`src/rtl/ex_stage.sv`:
```
// Execute stage of the 16-bit five-stage pipeline: ALU, shifts, address generation,
// flag maintenance and branch resolution, registered toward the memory stage.
module ex_stage #(
    parameter int WIDTH   = 16,
    parameter int SHAMT_W = 4
) (
    input  logic             clock,
    input  logic             reset,
    input  logic             state,
    input  logic [WIDTH-1:0] ex_ir,
    input  logic [WIDTH-1:0] reg_A,
    input  logic [WIDTH-1:0] reg_B,
    input  logic [WIDTH-1:0] smdr,
    output logic [WIDTH-1:0] mem_ir,
    output logic [WIDTH-1:0] reg_C,
    output logic [WIDTH-1:0] smdr1,
    output logic             dw,
    output logic             zf,
    output logic             nf,
    output logic             cf,
    output logic             branch_flag,
    output logic [WIDTH-1:0] branch_target
);

    localparam logic STATE_EXEC = 1'b1;

    localparam logic [4:0] OP_NOP   = 5'b00000;
    localparam logic [4:0] OP_HALT  = 5'b00001;
    localparam logic [4:0] OP_LOAD  = 5'b00010;
    localparam logic [4:0] OP_STORE = 5'b00011;
    localparam logic [4:0] OP_SLL   = 5'b00100;
    localparam logic [4:0] OP_SLA   = 5'b00101;
    localparam logic [4:0] OP_SRL   = 5'b00110;
    localparam logic [4:0] OP_SRA   = 5'b00111;
    localparam logic [4:0] OP_ADD   = 5'b01000;
    localparam logic [4:0] OP_ADDI  = 5'b01001;
    localparam logic [4:0] OP_SUB   = 5'b01010;
    localparam logic [4:0] OP_SUBI  = 5'b01011;
    localparam logic [4:0] OP_CMP   = 5'b01100;
    localparam logic [4:0] OP_AND   = 5'b01101;
    localparam logic [4:0] OP_OR    = 5'b01110;
    localparam logic [4:0] OP_XOR   = 5'b01111;
    localparam logic [4:0] OP_LDIH  = 5'b10000;
    localparam logic [4:0] OP_ADDC  = 5'b10001;
    localparam logic [4:0] OP_SUBC  = 5'b10010;
    localparam logic [4:0] OP_JUMP  = 5'b11000;
    localparam logic [4:0] OP_JMPR  = 5'b11001;
    localparam logic [4:0] OP_BZ    = 5'b11010;
    localparam logic [4:0] OP_BNZ   = 5'b11011;
    localparam logic [4:0] OP_BN    = 5'b11100;
    localparam logic [4:0] OP_BNN   = 5'b11101;
    localparam logic [4:0] OP_BC    = 5'b11110;
    localparam logic [4:0] OP_BNC   = 5'b11111;

    logic [4:0]         op_s;
    logic [SHAMT_W-1:0] shamt_s;
    logic [WIDTH:0]     add_s;
    logic [WIDTH:0]     addc_s;
    logic [WIDTH:0]     sub_s;
    logic [WIDTH:0]     subc_s;
    logic [WIDTH-1:0]   addr_s;
    logic [WIDTH-1:0]   sll_s;
    logic [WIDTH-1:0]   c_s;
    logic               flag_we_s;
    logic               cf_we_s;
    logic               cf_next_s;
    logic               taken_s;
    logic               store_s;

    // Arithmetic candidates; bit WIDTH of each 17-bit result is the carry/borrow.
    always_comb begin
        op_s    = ex_ir[WIDTH-1:WIDTH-5];
        shamt_s = reg_B[SHAMT_W-1:0];
        add_s   = {1'b0, reg_A} + {1'b0, reg_B};
        addc_s  = {1'b0, reg_A} + {1'b0, reg_B} + {{WIDTH{1'b0}}, cf};
        sub_s   = {1'b0, reg_A} - {1'b0, reg_B};
        subc_s  = {1'b0, reg_A} - {1'b0, reg_B} - {{WIDTH{1'b0}}, cf};
        addr_s  = reg_A + reg_B;
        sll_s   = reg_A << shamt_s;
    end

    // Opcode decode: result, flag write enables and branch decision.
    always_comb begin
        c_s       = {WIDTH{1'b0}};
        flag_we_s = 1'b0;
        cf_we_s   = 1'b0;
        cf_next_s = cf;
        taken_s   = 1'b0;
        store_s   = 1'b0;
        case (op_s)
            OP_ADD, OP_ADDI, OP_LDIH, OP_LOAD, OP_STORE: begin
                c_s       = add_s[WIDTH-1:0];
                flag_we_s = 1'b1;
                cf_we_s   = 1'b1;
                cf_next_s = add_s[WIDTH];
                store_s   = (op_s == OP_STORE);
            end
            OP_ADDC: begin
                c_s       = addc_s[WIDTH-1:0];
                flag_we_s = 1'b1;
                cf_we_s   = 1'b1;
                cf_next_s = addc_s[WIDTH];
            end
            OP_SUB, OP_SUBI, OP_CMP: begin
                c_s       = sub_s[WIDTH-1:0];
                flag_we_s = 1'b1;
                cf_we_s   = 1'b1;
                cf_next_s = sub_s[WIDTH];
            end
            OP_SUBC: begin
                c_s       = subc_s[WIDTH-1:0];
                flag_we_s = 1'b1;
                cf_we_s   = 1'b1;
                cf_next_s = subc_s[WIDTH];
            end
            OP_AND: begin
                c_s       = reg_A & reg_B;
                flag_we_s = 1'b1;
            end
            OP_OR: begin
                c_s       = reg_A | reg_B;
                flag_we_s = 1'b1;
            end
            OP_XOR: begin
                c_s       = reg_A ^ reg_B;
                flag_we_s = 1'b1;
            end
            OP_SLL: begin
                c_s       = sll_s;
                flag_we_s = 1'b1;
            end
            OP_SRL: begin
                c_s       = reg_A >> shamt_s;
                flag_we_s = 1'b1;
            end
            OP_SRA: begin
                c_s       = $unsigned($signed(reg_A) >>> shamt_s);
                flag_we_s = 1'b1;
            end
            OP_SLA: begin
                c_s       = {reg_A[WIDTH-1], sll_s[WIDTH-2:0]};
                flag_we_s = 1'b1;
            end
            OP_JUMP, OP_JMPR: begin
                c_s     = addr_s;
                taken_s = 1'b1;
            end
            OP_BZ: begin
                c_s     = addr_s;
                taken_s = zf;
            end
            OP_BNZ: begin
                c_s     = addr_s;
                taken_s = ~zf;
            end
            OP_BN: begin
                c_s     = addr_s;
                taken_s = nf;
            end
            OP_BNN: begin
                c_s     = addr_s;
                taken_s = ~nf;
            end
            OP_BC: begin
                c_s     = addr_s;
                taken_s = cf;
            end
            OP_BNC: begin
                c_s     = addr_s;
                taken_s = ~cf;
            end
            OP_NOP, OP_HALT: begin
                c_s = {WIDTH{1'b0}};
            end
            default: begin
                c_s = {WIDTH{1'b0}};
            end
        endcase
    end

    // Pipeline registers; an instruction behind a taken branch is squashed to a bubble.
    always_ff @(posedge clock) begin
        if (reset) begin
            mem_ir        <= {WIDTH{1'b0}};
            reg_C         <= {WIDTH{1'b0}};
            smdr1         <= {WIDTH{1'b0}};
            dw            <= 1'b0;
            zf            <= 1'b0;
            nf            <= 1'b0;
            cf            <= 1'b0;
            branch_flag   <= 1'b0;
            branch_target <= {WIDTH{1'b0}};
        end else if (state == STATE_EXEC) begin
            smdr1 <= smdr;
            if (branch_flag) begin
                mem_ir      <= {WIDTH{1'b0}};
                reg_C       <= {WIDTH{1'b0}};
                dw          <= 1'b0;
                branch_flag <= 1'b0;
            end else begin
                mem_ir      <= ex_ir;
                reg_C       <= c_s;
                dw          <= store_s;
                branch_flag <= taken_s;
                if (flag_we_s) begin
                    zf <= (c_s == {WIDTH{1'b0}});
                    nf <= c_s[WIDTH-1];
                end
                if (cf_we_s) begin
                    cf <= cf_next_s;
                end
                if (taken_s) begin
                    branch_target <= addr_s;
                end
            end
        end
    end

endmodule
```
`config.mk`:
```
export PLATFORM = sky130hd
export DESIGN_NAME = ex_stage
export DESIGN_NICKNAME = d
export VERILOG_FILES = /design/src/rtl/ex_stage.sv
export SDC_FILE = /design/constraint.sdc
export NUM_CORES = 1
export LEC_CHECK = 0
export BUFFER_PORTS_ARGS = -buffer_cell sky130_fd_sc_hd__buf_2
export CAP_MARGIN = 20
export CORE_AREA = 3 3 122 124
export DETAILED_ROUTE_END_ITERATION = 10
export DIE_AREA = 0 0 125 127
export PLACE_DENSITY = 0.89
export SYNTH_ARGS = -nofsm -noshare
export SYNTH_HDL_FRONTEND = slang
export SYNTH_SLANG_ARGS = --single-unit
```
`constraint.sdc`:
```
create_clock -name clock -period 6.2 [get_ports clock]
set_clock_uncertainty 0.2 [all_clocks]
set_input_delay 0.62 -clock clock [delete_from_list [all_inputs] [get_ports clock]]
set_output_delay 0.62 -clock clock [all_outputs]
set_load 0.1 [all_outputs]
```
Word-level counts from Yosys, hierarchy flattened --
Cells that the tools add are included.
Word-level totals: bits in registers 69, word-level logic and storage cells 70, output and inout port bits 69, input port bits 67
Operators by class: add/sub/neg operators 5, muxes and demuxes 10, equal/unequal tests 25, reduce and logical (&&, ||, !) cells 11, bitwise gates (word level) 7, shift-type cells 3
Operator list (count):
- 16-bit one-hot mux with 12 select lines | 1
- 5-bit equality test, second input constant | 11
- 5-bit by 4-bit equality test with 1-bit output, second input constant | 8
- 16-bit 2-to-1 mux | 2
- 5-bit by 3-bit equality test with 1-bit output, second input constant | 4
- 16-bit by 16-bit adder with 17-bit output | 1
- 17-bit by 1-bit adder with 17-bit output | 1
- 17-bit OR reduction | 1
- 16-bit by 16-bit subtractor with 17-bit output | 1
- 17-bit by 1-bit subtractor with 17-bit output | 1
- 16-bit adder | 1
- 16-bit AND | 1
- 16-bit zero test | 1
- 16-bit bitwise OR | 1
- 16-bit by 4-bit left shift with 16-bit output | 1
- 16-bit by 4-bit >> shifter with 16-bit output | 1
- 16-bit by 4-bit >>> shifter with 16-bit output | 1
- 16-bit XOR | 1
- 5-bit by 2-bit equality test with 1-bit output, second input constant | 2
- 10-bit OR reduction | 1
- 8-bit OR reduction | 1
- 1-bit one-hot mux with 7 select lines | 1
- 3-bit AND reduction | 2
- 1-bit 2-to-1 mux | 5
- 7 further kinds | 10

Longest topological paths before layout --
Gate-level depths: netlist of the first run.
depth in word-level cells 4, mapped depth 15, mapped depth without buffers 15

Least setup slack after synthesis of the first run --
OpenSTA, ideal clock, no wires.
path kind input to register, start input port reg_B[1], end register zf, library setup time 0.084 ns, slack 1.273 ns, stages on the path 14, data required time 5.916 ns, path buffers 2, arrival 4.642 ns, path through buf_6 buf_4 inv_1 fa_1 xnor2_1 and3_1 xnor3_1 a222oi_1 nand3_1 or4_1 or4_1 or4_1 or4_1 o31ai_2
On the way: longest elaborated chain between the ends 4, elaborated cells on any way between the ends 13, classes of those cells add/sub (5); shift (3); mux (1); bitwise (3); reduce/logical (1)
RTL lines:
- start: declaration | RTL line 12 | input logic [WIDTH-1:0] reg_B,
- 16-bit by 16-bit subtractor with 17-bit output or 16-bit by 16-bit adder with 17-bit output (tied branches)
- 17-bit by 1-bit subtractor with 17-bit output or 17-bit by 1-bit adder with 17-bit output (tied branches) | RTL line 77, 75
- 16-bit one-hot mux with 12 select lines * | RTL line 90 | case (op_s)
- 16-bit zero test * | RTL line 206 | zf <= (c_s == {WIDTH{1'b0}});
- end signal: assignment | RTL line 206
- end: declaration | RTL line 18 | output logic zf,
Every way passes the cells marked *; elsewhere a longest branch is shown, timed or not. A chain may end at the register's enable or synchronous reset.

Worst setup path in the final report of the first run --
start input port reg_A[0], end register zf
On the way: longest elaborated chain between the ends 4, elaborated cells on any way between the ends 13, classes of those cells add/sub (5); shift (3); mux (1); bitwise (3); reduce/logical (1)
RTL lines:
- start: declaration | RTL line 11 | input logic [WIDTH-1:0] reg_A,
- 16-bit by 16-bit subtractor with 17-bit output or 16-bit by 16-bit adder with 17-bit output (tied branches)
- 17-bit by 1-bit subtractor with 17-bit output or 17-bit by 1-bit adder with 17-bit output (tied branches) | RTL line 77, 75
- 16-bit one-hot mux with 12 select lines * | RTL line 90
- 16-bit zero test * | RTL line 206
Marks and branches as above.

==> impl_metrics.json, run 1 <==
{
  "worst_setup_path_start_kind": "input pin",
  "synth_largest_type_area_fraction": 0.170,
  "antenna_found_initial": 0,
  "nets": 1268,
  "clock_path_buffers": 2,
  "yosysWarnings": 0,
  "rsz0062_at_grt": "no",
  "critPathSlowestCell": "or4_1",
  "gp_congestion": 1.05,
  "rr_startpoint": "cf",
  "synth.distinct_cells": 90,
  "chipWidth_um": 125,
  "fin_ws_ns": 1.14,
  "p_int_mw": 1.12,
  "crit_arrival_ns": 5.12,
  "clk_pin_slew_ns": 0.06,
  "drc_errors": 0,
  "cp-startpoint": "reg_A[0]",
  "power.switching_uw": 881,
  "synth_edf_count": 0,
  "track_usage": 0.370,
  "vias_per_cell": 6.85,
  "design.die.area_um2": 15900,
  "worstSetupPathType": "in -> reg",
  "syn-cell-area_um2": 8130,
  "gr-usage-met2": 0.576,
  "status": "finished, final reports clean",
  "area_growth_syn_to_layout_pct": 12.6,
  "ios": 136,
  "worst-path-buf-inv": 2,
  "critPathMaxFanout": 7,
  "final_util": 0.659,
  "worstPathRequired_ns": 6.25,
  "dr_total_vias": 9119,
  "drt_pass1_iterations": 6,
  "cts_buffers": 9,
  "cts_resized": 0,
  "wl_um": 30500,
  "p_comb_frac": 0.471,
  "worstMarginPinSlew_ns": 1.00,
  "async_flop_share": 0,
  "tns_ns": 0,
  "maxCapViolations": 0,
  "synth_area_leader_cell": "dfxtp_1",
  "leakage_nw": 4.05,
  "ys.flop_type": "dfxtp_1",
  "min_period_ns": 5.06,
  "start_util": 0.585,
  "yosysMostFrequentCell": "nor2_1",
  "dp_slack_ns": 0.915,
  "rr_worst_depth": 10,
  "hold_viol": 0,
  "ys_top_cells_by_count": "nor2_1, dfxtp_1, nand2_1, a21oi_1, ha_1",
  "grt_start_max_net_pins": 72,
  "setup-violations-final": 0,
  "crit_top_cell": "or4_1",
  "ys_seq_area_frac": 0.170,
  "crit_cells": 14,
  "holdCritPathClass": "reg -> reg",
  "postCtsHoldBufs": 0,
  "swShare": 0.441,
  "ctsHtreeMaxLevel": 3,
  "synthTopCellsByArea": "dfxtp_1, ha_1, nor2_1",
  "met1_usage": 0.521,
  "detail-route-antenna-nets": 0,
  "crit_chain": "buf_2, ha_1, inv_1, fa_1, xnor2_1, and3_1, xnor3_1, a222oi_1, nand3_1, or4_1, or4_1, or4_1, or4_1, o31ai_2",
  "end_kind": "flop",
  "drtIter0Drc": 1396,
  "grt_pass1_vias": 8113,
  "ys_seq_elements": 69,
  "slew_viol_final": 0,
  "max_stage_delay_ns": 0.53,
  "clk_latency_ns": 0.33,
  "port-buffer-count": 135,
  "cts_tree": "built",
  "syn-num-nets": 1177,
  "fmax_mhz": 197,
  "std_cell_rows": 43,
  "cts_setup_buffers": 0,
  "seqPwrFrac": 0.243,
  "final.period_utilization": 0.817,
  "slew_headroom": 0.326,
  "cts.sinks": 69,
  "postSynthCellCount": 1055,
  "grt_pass1_wl_um": 47300,
  "num_antenna_cells": 0,
  "drt-wirelength-per-cell_um": 22.9,
  "drive_above_1_share": 0.198,
  "busiest_layer": "met2",
  "total_power_mw": 2.00,
  "whs_path_depth": 2,
  "clkPwrFrac": 0.286,
  "dp_hpwl_um": 23400,
  "overflow": 0,
  "syn-mean-instance-area_um2": 7.70,
  "vdd_drop_max_mv": 0.156,
  "die_h_um": 127,
  "critical_path.top_delay_family": "simple AND/OR/NAND/NOR gates",
  "coreArea_um2": 13900,
  "power_density_nw_per_um2": 218,
  "cts_root_buffer": "clkbuf_16",
  "grtUsageMet3": 0.0681,
  "min_from": "branch_target[10]"
}
==> layer usage <==
metal,up-vias,wire length [µm]
met5,-,0
met4,0,1230
met3,96,3530
met2,643,13500
met1,4249,12300
li1,4131,-
==> worst min-delay path, stage by stage (launching register included) <==
cell and delay, ns:
dfxtp_1 0.31, nand2_1 0.05, a21oi_1 0.05
==> path summary, 6_finish.rpt <==
kind / endpoint / slack, ns
worst max-delay path: zf / 1.14
worst min-delay path: branch_target[10] / 0.27
worst max register to register: zf / 2.12
worst min register to register: branch_target[10] / 0.27
==> final cells by class <==
cell class	instances	area (µm²)
Clock buffer	10	239
Clock inverter	6	93.8
Fill cell	1207	4730
Inverter	54	203
Multi-Input combinational cell	859	6190
Sequential cell	69	1380
Tap cell	180	225
Timing Repair Buffer	153	811
==> state kept, by name, indices dropped and copies added (netlist names) <==
register       cells
branch_flag        1
dw                 1
cf                 1
smdr1             16
zf                 1
mem_ir            16
nf                 1
branch_target     16
reg_C             16
==> through the flow <==
step,hold WS [ns],cells,cell area (µm²)
after floorplan,0.564,1055,8130
after global placement,0.246,1315,8810
after detailed placement,0.258,1315,8810
after CTS,0.266,1331,9150
after global routing,0.277,1331,9150
final,0.266,1331,9150
==> cell usage in the layout, fill, tap and decap left out, drive strengths merged, types with 6 or more instances in the layout <==
master,synthesis,routed
a211o,6,6
a211oi,23,23
a21o,8,8
a21oi,60,60
a221oi,6,6
a22oi,34,34
a31oi,8,8
a32oi,7,7
and2,6,6
and3,10,10
buf,31,153
clkbuf,42,10
dfxtp,69,69
ha,53,53
inv,52,53
mux2,14,14
mux2i,45,45
mux4,18,18
nand2,63,63
nand2b,15,15
nand3,29,29
nand4,10,10
nor2,144,144
nor2b,21,21
nor3,25,25
nor4,7,7
o2111ai,6,6
o211ai,13,13
o21a,9,9
o21ai,42,42
o221ai,12,12
o22ai,12,12
or2,7,7
or3,7,7
or4,9,9
xnor2,26,26
xor2,13,13
==> power groups by stage <==
| stage | logic [mW] | registers (mW) | clock network, mW |
|---|---|---|---|
| after floorplan | 0.496 | 0.682 | 0 |
| after global placement | 0.904 | 0.493 | 0 |
| after detailed placement | 0.909 | 0.494 | 0 |
| after CTS | 0.915 | 0.485 | 0.573 |
| after global routing | 0.995 | 0.487 | 0.593 |
| final | 0.941 | 0.485 | 0.571 |
==> cell families (layout without fill, tap and decap cells) <==
group | after synthesis | after routing | synth area share
AO/OA/AOI/OAI | 313 | 313 | 0.278
XOR/XNOR | 41 | 41 | 0.0476
adder cells (fa/ha/maj) | 55 | 55 | 0.0865
buffers and inverters | 127 | 223 | 0.0687
flip-flops | 69 | 69 | 0.170
multiplexers | 77 | 77 | 0.125
AND/OR/NAND/NOR | 373 | 373 | 0.225
No activity file was read; power rests on OpenSTA's default activity.
==> run 2: changes to the inputs <==
--- a/config.mk
+++ b/config.mk
@@ -7,10 +7,10 @@
 export LEC_CHECK = 0
 export BUFFER_PORTS_ARGS = -buffer_cell sky130_fd_sc_hd__buf_2
 export CAP_MARGIN = 20
-export CORE_AREA = 3 3 122 124
+export CORE_AREA = 3 3 128 130
 export DETAILED_ROUTE_END_ITERATION = 10
-export DIE_AREA = 0 0 125 127
-export PLACE_DENSITY = 0.89
+export DIE_AREA = 0 0 131 133
+export PLACE_DENSITY = 0.85
 export SYNTH_ARGS = -nofsm -noshare
 export SYNTH_HDL_FRONTEND = slang
 export SYNTH_SLANG_ARGS = --single-unit
==> constraint.sdc (replaced) <==
create_clock -name clock -period 4.63 [get_ports clock]
set_clock_uncertainty 0.2 [all_clocks]
set_input_delay 0.463 -clock clock [delete_from_list [all_inputs] [get_ports clock]]
set_output_delay 0.463 -clock clock [all_outputs]
set_load 0.1 [all_outputs]
==> run 2 against run 1 <==
  * Worst hold slack got worse by 0.10 ns
  * Utilization increased by 0.27 points
  * Final cell count increased by 11%
==> impl_metrics.json, run 2 (synthesis results as in run 1) <==
{
  "status": "finished, final reports clean",
  "setup-violations-final": 0,
  "grt_pass1_wl_um": 49400,
  "dp_hpwl_um": 24900,
  "track_usage": 0.357,
  "drt_pass1_iterations": 6,
  "ctsHtreeMaxLevel": 3,
  "worstMarginPinSlew_ns": 0.782,
  "crit_chain": "buf_2, inv_1, ha_1, buf_4, and3_1, a2111o_1, o211ai_2, o211ai_1, or4_1, a31oi_1, o31ai_2, or4_1, or4_1, o31ai_2",
  "max_stage_delay_ns": 0.56,
  "clkPwrFrac": 0.251,
  "coreArea_um2": 15300,
  "whs_path_depth": 3,
  "chipWidth_um": 131,
  "slew_headroom": 0.476,
  "p_int_mw": 1.54,
  "drtIter0Drc": 1331,
  "crit_arrival_ns": 4.59,
  "critPathMaxFanout": 8,
  "worst_setup_path_start_kind": "input pin",
  "fmax_mhz": 220,
  "gp_congestion": 1.05,
  "crit_top_cell": "or4_1",
  "grt_start_max_net_pins": 71,
  "power.switching_mw": 1.22,
  "leakage_nw": 4.64,
  "worstSetupPathType": "in -> reg",
  "clk_pin_slew_ns": 0.06,
  "layout_common_cells": "nor2_1, buf_4, buf_2",
  "port-buffer-count": 135,
  "maxCapViolations": 0,
  "vdd_drop_max_mv": 0.191,
  "antenna_found_initial": 0,
  "wl_um": 31900,
  "worstPathRequired_ns": 4.68,
  "hold_viol": 0,
  "start_util": 0.533,
  "overflow": 0,
  "swShare": 0.441,
  "grt_pass1_vias": 9010,
  "holdCritPathClass": "in -> reg",
  "postCtsHoldBufs": 0,
  "cts_buffers": 9,
  "cts_tree": "built",
  "nets": 1389,
  "die_h_um": 133,
  "seqPwrFrac": 0.235,
  "num_antenna_cells": 0,
  "design.die.area_um2": 17400,
  "area_growth_syn_to_layout_pct": 24.3,
  "final.period_utilization": 0.983,
  "end_kind": "flop",
  "std_cell_rows": 45,
  "final_util": 0.662,
  "clk_latency_ns": 0.33,
  "layout_commonest_cell": "nor2_1",
  "ios": 136,
  "p_comb_frac": 0.514,
  "drive_above_1_share": 0.278,
  "drt-wirelength-per-cell_um": 21.5,
  "power_density_nw_per_um2": 273,
  "min_period_ns": 4.55,
  "clock_path_buffers": 2,
  "detail-route-antenna-nets": 0,
  "critPathSlowestCell": "or4_1",
  "total_power_mw": 2.76,
  "dr_total_vias": 9762,
  "rr_worst_depth": 10,
  "drc_errors": 0,
  "vias_per_cell": 6.58,
  "cts_root_buffer": "clkbuf_16",
  "cts.sinks": 69,
  "slew_viol_final": 0
}
[run 2: changes by cell type in the layout (fill, tap and decap cells not counted), sizes merged]
| cell | previous run | this run |
|---|---|---|
| clkinv | 4 | 6 |
| buf | 153 | 274 |
| bufinv | 2 | 1 |
| clkbuf | 10 | 9 |
[run 2: stage by stage]
| step | setup WS, ns | TNS [ns] | hold WS, ns | instance area [µm²] | std cells |
|---|---|---|---|---|---|
| floorplan | 0.0268 | 0 | 0.407 | 8150 | 1055 |
| global placement | -0.144 | -0.144 | 0.246 | 9780 | 1466 |
| detailed placement | -0.284 | -0.284 | 0.254 | 9780 | 1466 |
| CTS | 0.0632 | 0 | 0.164 | 10100 | 1482 |
| global route | -0.00217 | -0.00217 | 0.172 | 10100 | 1483 |
| finish | 0.0801 | 0 | 0.164 | 10100 | 1483 |
[run 2: path summary, 6_finish.rpt]
| kind | start | slack (ns) | to |
|---|---|---|---|
| setup / recovery | reg_A[2] | 0.08 | zf |
| hold / removal | ex_ir[5] | 0.16 | mem_ir[5] |
| setup reg to reg | cf | 0.50 | zf |
| hold reg to reg | reg_C[12] | 0.27 | reg_C[12] |
[run 2: layout make-up]
| class | instances | area [µm²] |
|---|---|---|
| inverters | 54 | 203 |
| clock buffers | 9 | 225 |
| multi-input cells | 859 | 6220 |
| clock inverters | 7 | 73.8 |
| well taps | 211 | 264 |
| flip-flops and latches | 69 | 1380 |
| fillers | 1319 | 5160 |
| repair buffers | 274 | 1730 |
[run 2: worst max-delay path: cells and delay by family]
kind / cells / cell delay, ns
simple gates: 4 / 1.83
fa+ha+maj: 1 / 0.49
compound gates: 6 / 1.42
buf+inv: 3 / 0.38
[run 2: timing repair]
action,in CTS,in global routing
buffers inserted,0,1
setup endpoints to repair,0,1
resized for setup,0,3
[run 2: power by group through the flow]
stage	logic [mW]	registers, mW	clock network, mW
finish	1.42	0.649	0.692
global route	1.49	0.653	0.720
CTS	1.38	0.649	0.693
detailed placement	1.37	0.661	0
global placement	1.35	0.659	0
floorplan	0.668	0.914	0
[run 2: routing by layer]
metal,track usage,vias up,share of wire
li1,-,4367,-
met2,0.551,669,0.45
met3,0.0545,121,0.10
met4,0.163,0,0.053
met5,0,-,0
met1,0.485,4605,0.39
==> run 3: changes to the inputs <==
--- a/config.mk
+++ b/config.mk
@@ -7,10 +7,10 @@
 export LEC_CHECK = 0
 export BUFFER_PORTS_ARGS = -buffer_cell sky130_fd_sc_hd__buf_2
 export CAP_MARGIN = 20
-export CORE_AREA = 3 3 128 130
+export CORE_AREA = 3 3 155 127
 export DETAILED_ROUTE_END_ITERATION = 10
-export DIE_AREA = 0 0 131 133
-export PLACE_DENSITY = 0.85
+export DIE_AREA = 0 0 158 130
+export PLACE_DENSITY = 0.75
 export SYNTH_ARGS = -nofsm -noshare
 export SYNTH_HDL_FRONTEND = slang
 export SYNTH_SLANG_ARGS = --single-unit
==> run 3 against run 2 <==
  * Power fell by 0.90%
  * Wire length fell by 2.4%
  * Clock-buffer cell count rose by 3
  * Final cell count rose by 1.8%
  * Register-to-register slack improved by 0.14 ns
  * Critical endpoint unchanged
==> impl_metrics.json, run 3 (synthesis results as in run 1) <==
{
  "nets": 1399,
  "cts_buffers": 9,
  "drt_pass1_iterations": 8,
  "vias_per_cell": 6.28,
  "hold_ws_ns": 0.176,
  "detail-route-antenna-nets": 0,
  "drt-wirelength-per-cell_um": 20.6,
  "fin_ws_ns": 0.177,
  "grt_pass1_wl_um": 47500,
  "num_antenna_cells": 0,
  "slew_headroom": 0.387,
  "area_growth_syn_to_layout_pct": 25.6,
  "final_cell_count_no_fill": 1510,
  "total_power_mw": 2.73,
  "cts.sinks": 69,
  "dp.cells": 1495,
  "overflow": 0,
  "worst_setup_path_start_kind": "input pin",
  "slew_viol_final": 0,
  "drtIter0Drc": 1364,
  "postCtsHoldBufs": 0,
  "coreArea_um2": 18100,
  "layout_commonest_cell": "buf_4",
  "std_cell_rows": 44,
  "status": "finished, final reports clean",
  "worstPathRequired_ns": 4.67,
  "power_density_nw_per_um2": 268,
  "min_period_ns": 4.45,
  "clk_latency_ns": 0.32,
  "clk_pin_slew_ns": 0.06,
  "ios": 136,
  "multi_input_area_um2": 6220,
  "final.period_utilization": 0.962,
  "gp_congestion": 1.02,
  "worstMarginPinSlew_ns": 0.917,
  "cts_tree": "built",
  "track_usage": 0.292,
  "antenna_found_initial": 0,
  "crit_top_cell": "or4_1",
  "start_util": 0.449,
  "end_kind": "flop",
  "worstSetupPathType": "in -> reg",
  "dr_total_vias": 9487,
  "layout_common_cells": "buf_4, nor2_1, buf_2",
  "clock_path_buffers": 2,
  "maxCapViolations": 0,
  "drive_above_1_share": 0.281,
  "holdCritPathClass": "in -> reg",
  "grt_start_max_net_pins": 71,
  "port-buffer-count": 135,
  "hold_viol": 0,
  "chipWidth_um": 158,
  "critPathSlowestCell": "or4_1",
  "wl_um": 31200,
  "dp_hpwl_um": 24600,
  "die_h_um": 130,
  "dp_slack_ns": -0.143,
  "whs_path_depth": 3,
  "grt_pass1_vias": 8667,
  "setup-violations-final": 0,
  "leakage_nw": 4.69,
  "drc_errors": 0,
  "crit_chain": "buf_2, inv_1, ha_1, inv_1, fa_1, inv_1, ha_1, xor2_1, o22ai_1, nor3_2, o211ai_2, or4_1, or4_1, or4_1, or4_1, o31ai_2",
  "critPathMaxFanout": 3,
  "vdd_drop_max_mv": 0.248,
  "final_util": 0.563,
  "max_stage_delay_ns": 0.56,
  "ctsHtreeMaxLevel": 3,
  "crit_arrival_ns": 4.49,
  "fillers": 1677,
  "design.die.area_um2": 20500,
  "cts_root_buffer": "clkbuf_16",
  "ff_latch_area_um2": 1380,
  "fmax_mhz": 225,
  "rr_worst_depth": 9
}
## run 3: cell count changes in the layout (fill, tap and decap cells not counted), moves of 2 or more
cell / before / now
buf_12: 1 / 3
clkbuf_1: 0 / 2
buf_4: 138 / 146
clkinv_4: 2 / 0
## run 3: layer usage
metal | vias to the layer above | track usage | wire, µm
li1 | 4383 | - | -
met1 | 4456 | 0.411 | 13100
met2 | 584 | 0.446 | 13500
met3 | 64 | 0.0799 | 3750
met4 | 0 | 0.0744 | 809
met5 | - | 0 | 0
## run 3: path summary, 6_finish.rpt
| check | startpoint | slack (ns) | end |
|---|---|---|---|
| max reg2reg | cf | 0.64 | zf |
| max | reg_A[0] | 0.18 | zf |
| min | ex_ir[7] | 0.18 | mem_ir[7] |
| min reg2reg | reg_C[8] | 0.26 | reg_C[8] |
## run 3: what timing repair did
item,CTS,global route
setup buffers,0,1
endpoints found under the setup margin,0,1
gates resized for setup,0,1
## run 3: report_power, final
part	switching, mW	leakage, nW	internal (mW)
clock	0.223	0.139	0.424
combinational	0.926	3.99	0.511
sequential	0.0184	0.565	0.630
total	1.17	4.69	1.57
## run 3: worst max-delay path: cells and delay by family
kind	cells	cell delay, ns
xor gates and xnor gates	1	0.16
and+or+nand+nor	5	2.23
AOI/OAI and AO/OA	3	0.43
buffers and inverters	4	0.32
adders and majority gates	3	0.87
## run 3: per-stage QoR
step | TNS (ns) | instance area, µm²
finish | 0 | 10200
global route | -0.00794 | 10200
CTS | 0 | 10200
detailed placement | -0.143 | 9910
global placement | -0.0998 | 9910
floorplan | 0 | 8150
## run 3: layout make-up
cell class	instances	area share
well taps	230	0.0282
inverters	54	0.0199
multi-input cells	859	0.610
repair buffers	284	0.179
clock buffers	12	0.0242
clock inverters	2	0.00343
flip-flops and latches	69	0.135
